==> config.mk <==
export PLATFORM = sky130hd
export DESIGN_NAME = tx_scheduler
export DESIGN_NICKNAME = d
export VERILOG_FILES = /design/src/rtl/usb_tx_pkg.sv /design/src/rtl/flex_counter.sv /design/src/rtl/tx_scheduler.sv
export SDC_FILE = /design/constraint.sdc
export NUM_CORES = 1
export LEC_CHECK = 0
export ABC_AREA = 1
export BUFFER_PORTS_ARGS = -buffer_cell sky130_fd_sc_hd__buf_2
export CAP_MARGIN = 10
export CORE_ASPECT_RATIO = 1.1
export CORE_MARGIN = 2
export CORE_UTILIZATION = 50
export CTS_CLUSTER_SIZE = 8
export DETAILED_ROUTE_END_ITERATION = 8
export PLACE_DENSITY = 0.72
export SLEW_MARGIN = 20
export SYNTH_ARGS = -nofsm -noshare
export SYNTH_HDL_FRONTEND = slang
export SYNTH_SLANG_ARGS = --single-unit
==> constraint.sdc <==
create_clock -name clk -period 3.2 [get_ports clk]
set_clock_uncertainty 0.2 [all_clocks]
set_input_delay 0.16 -clock clk [delete_from_list [all_inputs] [get_ports clk]]
set_output_delay 0.16 -clock clk [all_outputs]
set_load 0.1 [all_outputs]
==> src/rtl/usb_tx_pkg.sv <==
// Shared USB transmit definitions: scheduler states and the packet codes
// exchanged between the scheduler and the encoder.
package usb_tx_pkg;

  typedef enum logic [1:0] {
    IDLE     = 2'd0,
    GRANT    = 2'd1,
    WAIT_EOP = 2'd2,
    GAP      = 2'd3
  } tx_state_t;

  typedef logic [2:0] pid_t;

  localparam pid_t PID_NONE  = 3'd0;
  localparam pid_t PID_DATA0 = 3'd1;
  localparam pid_t PID_ACK   = 3'd2;
  localparam pid_t PID_NAK   = 3'd3;
  localparam pid_t PID_STALL = 3'd4;

  localparam int CNT_W = 10;

  function automatic logic is_handshake(input pid_t code);
    return (code == PID_ACK) || (code == PID_NAK) || (code == PID_STALL);
  endfunction

endpackage

==> src/rtl/flex_counter.sv <==
// Enable-gated cycle counter; rollover_flag marks the enabled cycle that
// completes rollover_val counts, after which the count restarts from zero.
module flex_counter
  import usb_tx_pkg::*;
#(
  parameter int NUM_CNT_BITS = CNT_W
) (
  input  logic                    clk,
  input  logic                    n_rst,
  input  logic                    clear,
  input  logic                    count_enable,
  input  logic [NUM_CNT_BITS-1:0] rollover_val,
  output logic                    rollover_flag
);

  logic [NUM_CNT_BITS-1:0] count;
  logic [NUM_CNT_BITS-1:0] count_next;

  assign rollover_flag = count_enable && !clear &&
                         (count == rollover_val - NUM_CNT_BITS'(1));

  always_comb begin
    count_next = count;
    if (clear || rollover_flag) begin
      count_next = '0;
    end else if (count_enable) begin
      count_next = count + NUM_CNT_BITS'(1);
    end
  end

  always_ff @(posedge clk, negedge n_rst) begin
    if (!n_rst) begin
      count <= '0;
    end else begin
      count <= count_next;
    end
  end

endmodule

==> src/rtl/tx_scheduler.sv <==
// Arbitrates handshake and DATA0 transmit requests onto the encoder, with an
// EOP timeout and a fixed inter-packet gap after every packet.
module tx_scheduler
  import usb_tx_pkg::*;
#(
  parameter int IPG_CYCLES     = 8,
  parameter int TIMEOUT_CYCLES = 1023
) (
  input  logic       clk,
  input  logic       n_rst,
  input  logic       hs_req,
  input  logic [2:0] hs_type,
  input  logic       data_req,
  input  logic [6:0] buffer_occupancy,
  input  logic       end_packet,
  output logic       begin_packet,
  output logic [2:0] tx_packet,
  output logic       hs_done,
  output logic       data_done,
  output logic       tx_error,
  output logic       busy
);

  tx_state_t state;
  tx_state_t state_next;
  pid_t      code;
  pid_t      code_next;
  logic      hs_done_next;
  logic      data_done_next;
  logic      error_next;
  logic      gap_hit;
  logic      timeout_hit;

  // Occupancy never gates a grant: an empty FIFO still yields a zero-length DATA0.
  logic unused_occupancy;
  assign unused_occupancy = ^buffer_occupancy;

  flex_counter #(.NUM_CNT_BITS(CNT_W)) timeout_cnt (
    .clk          (clk),
    .n_rst        (n_rst),
    .clear        (state != WAIT_EOP),
    .count_enable (state == WAIT_EOP),
    .rollover_val (CNT_W'(TIMEOUT_CYCLES)),
    .rollover_flag(timeout_hit)
  );

  flex_counter #(.NUM_CNT_BITS(CNT_W)) gap_cnt (
    .clk          (clk),
    .n_rst        (n_rst),
    .clear        (state != GAP),
    .count_enable (state == GAP),
    .rollover_val (CNT_W'(IPG_CYCLES)),
    .rollover_flag(gap_hit)
  );

  always_ff @(posedge clk, negedge n_rst) begin
    if (!n_rst) begin
      state     <= IDLE;
      code      <= PID_NONE;
      hs_done   <= 1'b0;
      data_done <= 1'b0;
      tx_error  <= 1'b0;
    end else begin
      state     <= state_next;
      code      <= code_next;
      hs_done   <= hs_done_next;
      data_done <= data_done_next;
      tx_error  <= error_next;
    end
  end

  always_comb begin
    state_next     = state;
    code_next      = code;
    hs_done_next   = 1'b0;
    data_done_next = 1'b0;
    error_next     = 1'b0;
    begin_packet   = 1'b0;
    tx_packet      = PID_NONE;
    busy           = (state != IDLE);

    case (state)
      IDLE: begin
        // A handshake whose done pulse is still showing is the one just
        // rejected; its requester has not yet had a chance to drop it.
        if (hs_req && !hs_done) begin
          if (is_handshake(hs_type)) begin
            code_next  = hs_type;
            state_next = GRANT;
          end else begin
            error_next   = 1'b1;
            hs_done_next = 1'b1;
          end
        end else if (data_req) begin
          code_next  = PID_DATA0;
          state_next = GRANT;
        end
      end
      GRANT: begin
        begin_packet = 1'b1;
        tx_packet    = code;
        state_next   = WAIT_EOP;
      end
      WAIT_EOP: begin
        tx_packet = code;
        if (end_packet || timeout_hit) begin
          state_next = GAP;
          error_next = !end_packet;
          if (code == PID_DATA0) begin
            data_done_next = 1'b1;
          end else begin
            hs_done_next = 1'b1;
          end
        end
      end
      GAP: begin
        if (gap_hit) begin
          state_next = IDLE;
        end
      end
      default: state_next = IDLE;
    endcase
  end

endmodule

# After elaboration in Yosys (flattened, before gate mapping)

Index checks and enable logic that the tools add are counted.

$add $sub $neg: 2
Equality and inequality tests: 16
Mux-type cells: 25
Reductions and logical operators: 22

Operators by type and width:

| kind                                                                   | count |
|---|---|
| 10-bit two-way mux                                                     | 4 |
| 10-bit by 1-bit adder with 10-bit output, second input constant        | 2 |
| 3-bit two-way mux                                                      | 4 |
| 10-bit equality test, second input constant                            | 1 |
| 10-bit by 3-bit equality test with 1-bit output, second input constant | 1 |
| 2-bit two-way mux                                                      | 5 |
| 1-bit two-way mux                                                      | 9 |
| 2-bit != test, second input constant                                   | 4 |
| 2-bit one-hot mux with 4 select lines                                  | 1 |
| 2-bit nonzero test                                                     | 4 |
| 3-bit by 2-bit equality test with 1-bit output, second input constant  | 2 |
| 3-bit != test, second input constant                                   | 2 |
| 1-bit logical AND                                                      | 5 |
| 1-bit logical OR                                                       | 5 |
| 2-bit equality test, second input constant                             | 2 |
| 1-bit logical NOT                                                      | 4 |
| 1-bit one-hot mux with 2 select lines                                  | 2 |
| 4-bit AND reduction                                                    | 1 |
| 3-bit by 1-bit equality test with 1-bit output, second input constant  | 1 |
| 3-bit equality test, second input constant                             | 1 |
| 3-bit AND reduction                                                    | 1 |
| 2-bit by 1-bit equality test with 1-bit output, second input constant  | 1 |
| 2-bit logical NOT                                                      | 1 |
| 2-bit by 1-bit != test with 1-bit output, second input constant        | 1 |
| 2-bit OR reduction                                                     | 1 |

Register bits: 28
Bits of input ports: 15
Output and inout port bits: 8
Word-level logic and storage cells: 72

# Logic depth before layout (Yosys ltp)

Depth in word-level cells: 7
Gate-level depth with buffers: 10
Mapped depth without buffers: 10

# Hierarchy

From an unflattened synthesis, not the netlist that was laid out.

Cell total of the unflattened synthesis: 361
Area total of the unflattened synthesis: 2323.5 µm²

Modules (own cells, without submodules):

| module       | times used | cells an instance | area each (µm²) | seq. area each (µm²) |
|---|---|---|---|---|
| flex_counter | 2          | 145               | 907.1           | 250.2 |
| tx_scheduler | 1          | 71                | 509.2           | 200.2 |

# Least setup slack after synthesis

No wires, ideal clock.

Path type: register to register
From: register state[0]
To: register code[1]
Library setup time: 0.127 ns
Data arrival time: 1.573 ns
Data required time: 2.873 ns
Setup slack: 1.300 ns
Stages on the path, launching flop included: 7
Buffers on the path: 0
Clock period less this slack: 1.900 ns
Path through: dfrtp_1 > inv_1 > ha_1 > inv_1 > nor2_2 > nand3_1 > o21ai_0

Word-level cells in the longest chain between the ends: 2

Ends and longest elaborated chain:

| what                                 | line               | text |
|---|---|---|
| start, declared                      | tx_scheduler.sv:24 | `tx_state_t state;` |
| start signal, assigned               | tx_scheduler.sv:64 | `state <= state_next;` |
| 2-bit logical NOT                    | tx_scheduler.sv:82 | `case (state)` |
| 3-bit AND reduction (no source line) | -                  |  |
| end signal, assigned                 | tx_scheduler.sv:65 | `code <= code_next;` |
| end, declared                        | tx_scheduler.sv:26 | `pid_t code;` |

Every way passes these cells.
A chain may end at the register's enable or synchronous reset.

# Worst setup path in the final report

From: register state[0]
To: output port tx_packet[2]

Word-level cells in the longest chain between the ends: 3
Elaborated cells between the ends (all ways): 4
Those cells by class: eq/ne (2); mux (1); reduce/logical (1)

Ends and longest elaborated chain:

| what                                                                                         | line               | text |
|---|---|---|
| 2-bit by 1-bit equality test with 1-bit output / 2-bit equality test (equally long branches) | tx_scheduler.sv:82 |  |
| 2-bit OR reduction (no source line) (*)                                                      | -                  |  |
| 3-bit two-way mux (*)                                                                        | tx_scheduler.sv:82 |  |
| end, declared                                                                                | tx_scheduler.sv:17 | `output logic [2:0] tx_packet,` |

Every way passes the cells marked *; elsewhere a longest branch is shown, timed or not.

==> impl_results.md <==
* CTS H-Tree Depth at 1
* Setup bufs post-CTS at 0
* Mapped Area at approximately 1500 um^2
* Clk sink count at 28
* RePlAce Congestion at approximately 0.9
* Ys async rst share at between 90% and 100%
* Synth Flop Type: dfrtp_1
* Post-synthesis cell type count at 24
* N_diodes at 0
* Inst Count DP at 228
* Wire per inst at 11.3 um
* Warnings from Yosys at 0
* Post-Place Cell Area at 1620 um^2
* Routed WL at roughly 2700 um
* Pleak at about 0.86 nW
* Crit-path slowest cell: dfrtp_1
* Post-Synthesis Cells at approximately 180
* CP most frequent cell: inv_1
* Maximum net fanout on the critical path at 4
* CP arrival at ~1.7 ns
* DRT Pass-1 Iters at 5
* Final hold slack at 0.0545 ns
* Max Cap Viol at 0
* Clock Pin Slew Worst Setup and Hold Paths at 0.15 ns
* Dpl ws at 1.48 ns
* Rel. slew slack at about 60%
* Setup crit end kind: primary output
* Count leader, synth: nand2_1
* Net count of the mapped netlist at around 200
* CTS Buffer Depth at 2
* Final period utilization at approximately two thirds
* Global route overflow at 0
* Hold_buf cts at 6
* GRT Resource Usage Total at 17.2%
* Area leader, netlist: dfrtp_1
* Initial DRC count at 39
* Worst path max stage delay at 0.42 ns
* Register-to-Register Path Depth at 5
* Final setup viols at 0
* IO Count at 23
* Initial antenna violation count at 0
* Least-Margin Pin Slew at around 0.6 ns
* Synth cell count leaders: 36 x nand2_1, 28 x dfrtp_1, 27 x inv_1, 21 x nor2_1, 11 x nand3_1
* Fraction of layout cells with a size suffix above 1 at 19.1%
* Reg2reg start: state[0]
* Largest net degree at the start of global routing at 29
* Synth Area per Inst at between 8 and 9 um^2
* Hold endpoint: code[2]
* Fin nets at between 200 and 250
* Hold Violations, Final at 0
* Final instance area at approximately 1700 um^2
* Post-synthesis register bit count at 28
* Drt drc at 0
* Setup TNS at 0 ns
* R2r setup slk at 1.23 ns
* Die area at roughly 3500 um^2
* Worst Hold Class: primary input to flop
* CTS tree: done
* Fmax at about 480 MHz
* Total Power at 1.27 mW
* Core area at between 2000 and 3000 um^2
* Final cell count without fillers at between 200 and 250
* Largest cells by area after synthesis: dfrtp_1 46%, nand2_1 8.9%, inv_1 6.7%
* Yosys top cell area share at 46.3%
* Post-DRT Antenna Nets at 0
* Post-cts resize count at 0
* Root Driver: clkbuf_4
* CTS buffer count at 3
* Final WS setup at around 1.1 ns
* First-pass GRT wire length at around 4700 um
* Crit-path cells: inv_1 -> ha_1 -> nand2_1 -> inv_1 -> buf_2
* Die W at 56.4 um
* Max IR drop VDD at between 600 and 700 uV
* Min-delay src: hs_req
* Pins Over Slew Limit at 0
* Vias per cell at about 5
* Starting density of the core at a little over half
* Detailed Place HPWL at 2060 um
* Area Overhead vs Synth at 12.4%
* Worst skew pair latency at roughly 0.32 ns
* Row Count at 20
* Status: finished, final reports clean
* Hold depth at 5
* Startpoint Class: flop
* Finished Core Util at about three fifths
* Total number of vias at roughly 1200
* Required @ worst endpoint at 2.84 ns
* Crit Path Class: flop to primary output
* PD cells at between 700 and 800 nW/um^2
* Number of global-route vias before repair at approximately 1100
* RSZ-0062 raised after global routing: no
* PortBufs at 15
* Number of flops mapped to enable cells by yosys at 0
* Worst R2R End: tx_error
* Fin crit period at roughly 2.1 ns
* Sequential-to-total area share from yosys stat at between 40% and 50%
* Die height at around 60 um
==> power breakdown <==
| part | internal [mW] | leakage [nW] | switching [mW] |
|---|---|---|---|
| Clock | 0.0441 | 0.0138 | 0.0990 |
| Sequential | 0.411 | 0.381 | 0.0449 |
| Combinational | 0.135 | 0.466 | 0.532 |
==> placed cells by master, fill, tap and decap left out, drive strengths merged, types with 2 or more instances in the layout <==
cell type	count
a21oi	6
buf	15
clkbuf	3
dfrtp	28
dlygate4sd3	6
ha	7
inv	29
nand2	42
nand3	11
nand4	4
nor2	27
nor3	8
nor3b	5
nor4	2
o21ai	6
xor2	2
==> worst max-delay path by stage <==
stage	end	slack, ns	depth (start not counted)	start
5_1_grt	tx_packet[2]	1.03	5	state[0]
3_5_place_dp	tx_packet[2]	1.48	5	state[0]
3_3_place_gp	tx_packet[0]	1.55	5	state[0]
4_1_cts	tx_packet[2]	1.10	5	state[0]
6_report	tx_packet[2]	1.11	5	state[0]
2_1_floorplan	code[1]	1.30	6	state[0]
==> critical path, delay by kind of cell, from the launching register on <==
| family | cells | cell delay [ns] |
|---|---|---|
| buf+inv | 3 | 0.55 |
| flops | 1 | 0.42 |
| fa+ha+maj | 1 | 0.35 |
| simple gates | 1 | 0.07 |
==> flip-flops by register name, summed over array words and instances, names as in the netlist <==
name,count
code,3
data_done,1
tx_error,1
gap_cnt.count,10
state,2
timeout_cnt.count,10
hs_done,1
==> kinds of logic after synthesis <==
kind of cell	count (synthesis)	share of synthesized area, %
AOI/OAI and AO/OA	14	5.21
DFF	28	46.3
buffers and inverters	30	7.94
xor gates and xnor gates	3	1.74
and+or+nand+nor	99	33.0
adders and majority gates	7	5.79
==> per-layer routing <==
layer / up-vias / track usage [%] / wire length [um]
met2: 16 / 30.7 / 1360
met4: 0 / 7.48 / 16
met5: - / 0 / 0
li1: 619 / - / -
met3: 2 / 2.31 / 67
met1: 578 / 21.1 / 1240
==> cell type report <==
type,count,area (um^2)
fill,256,1130
sequential,28,701
multi-input combinational,123,692
timing repair buffer,21,135
inverter,29,109
tap,33,41.3
clock buffer,3,22.5
No activity file was read; power rests on OpenSTA's default activity.
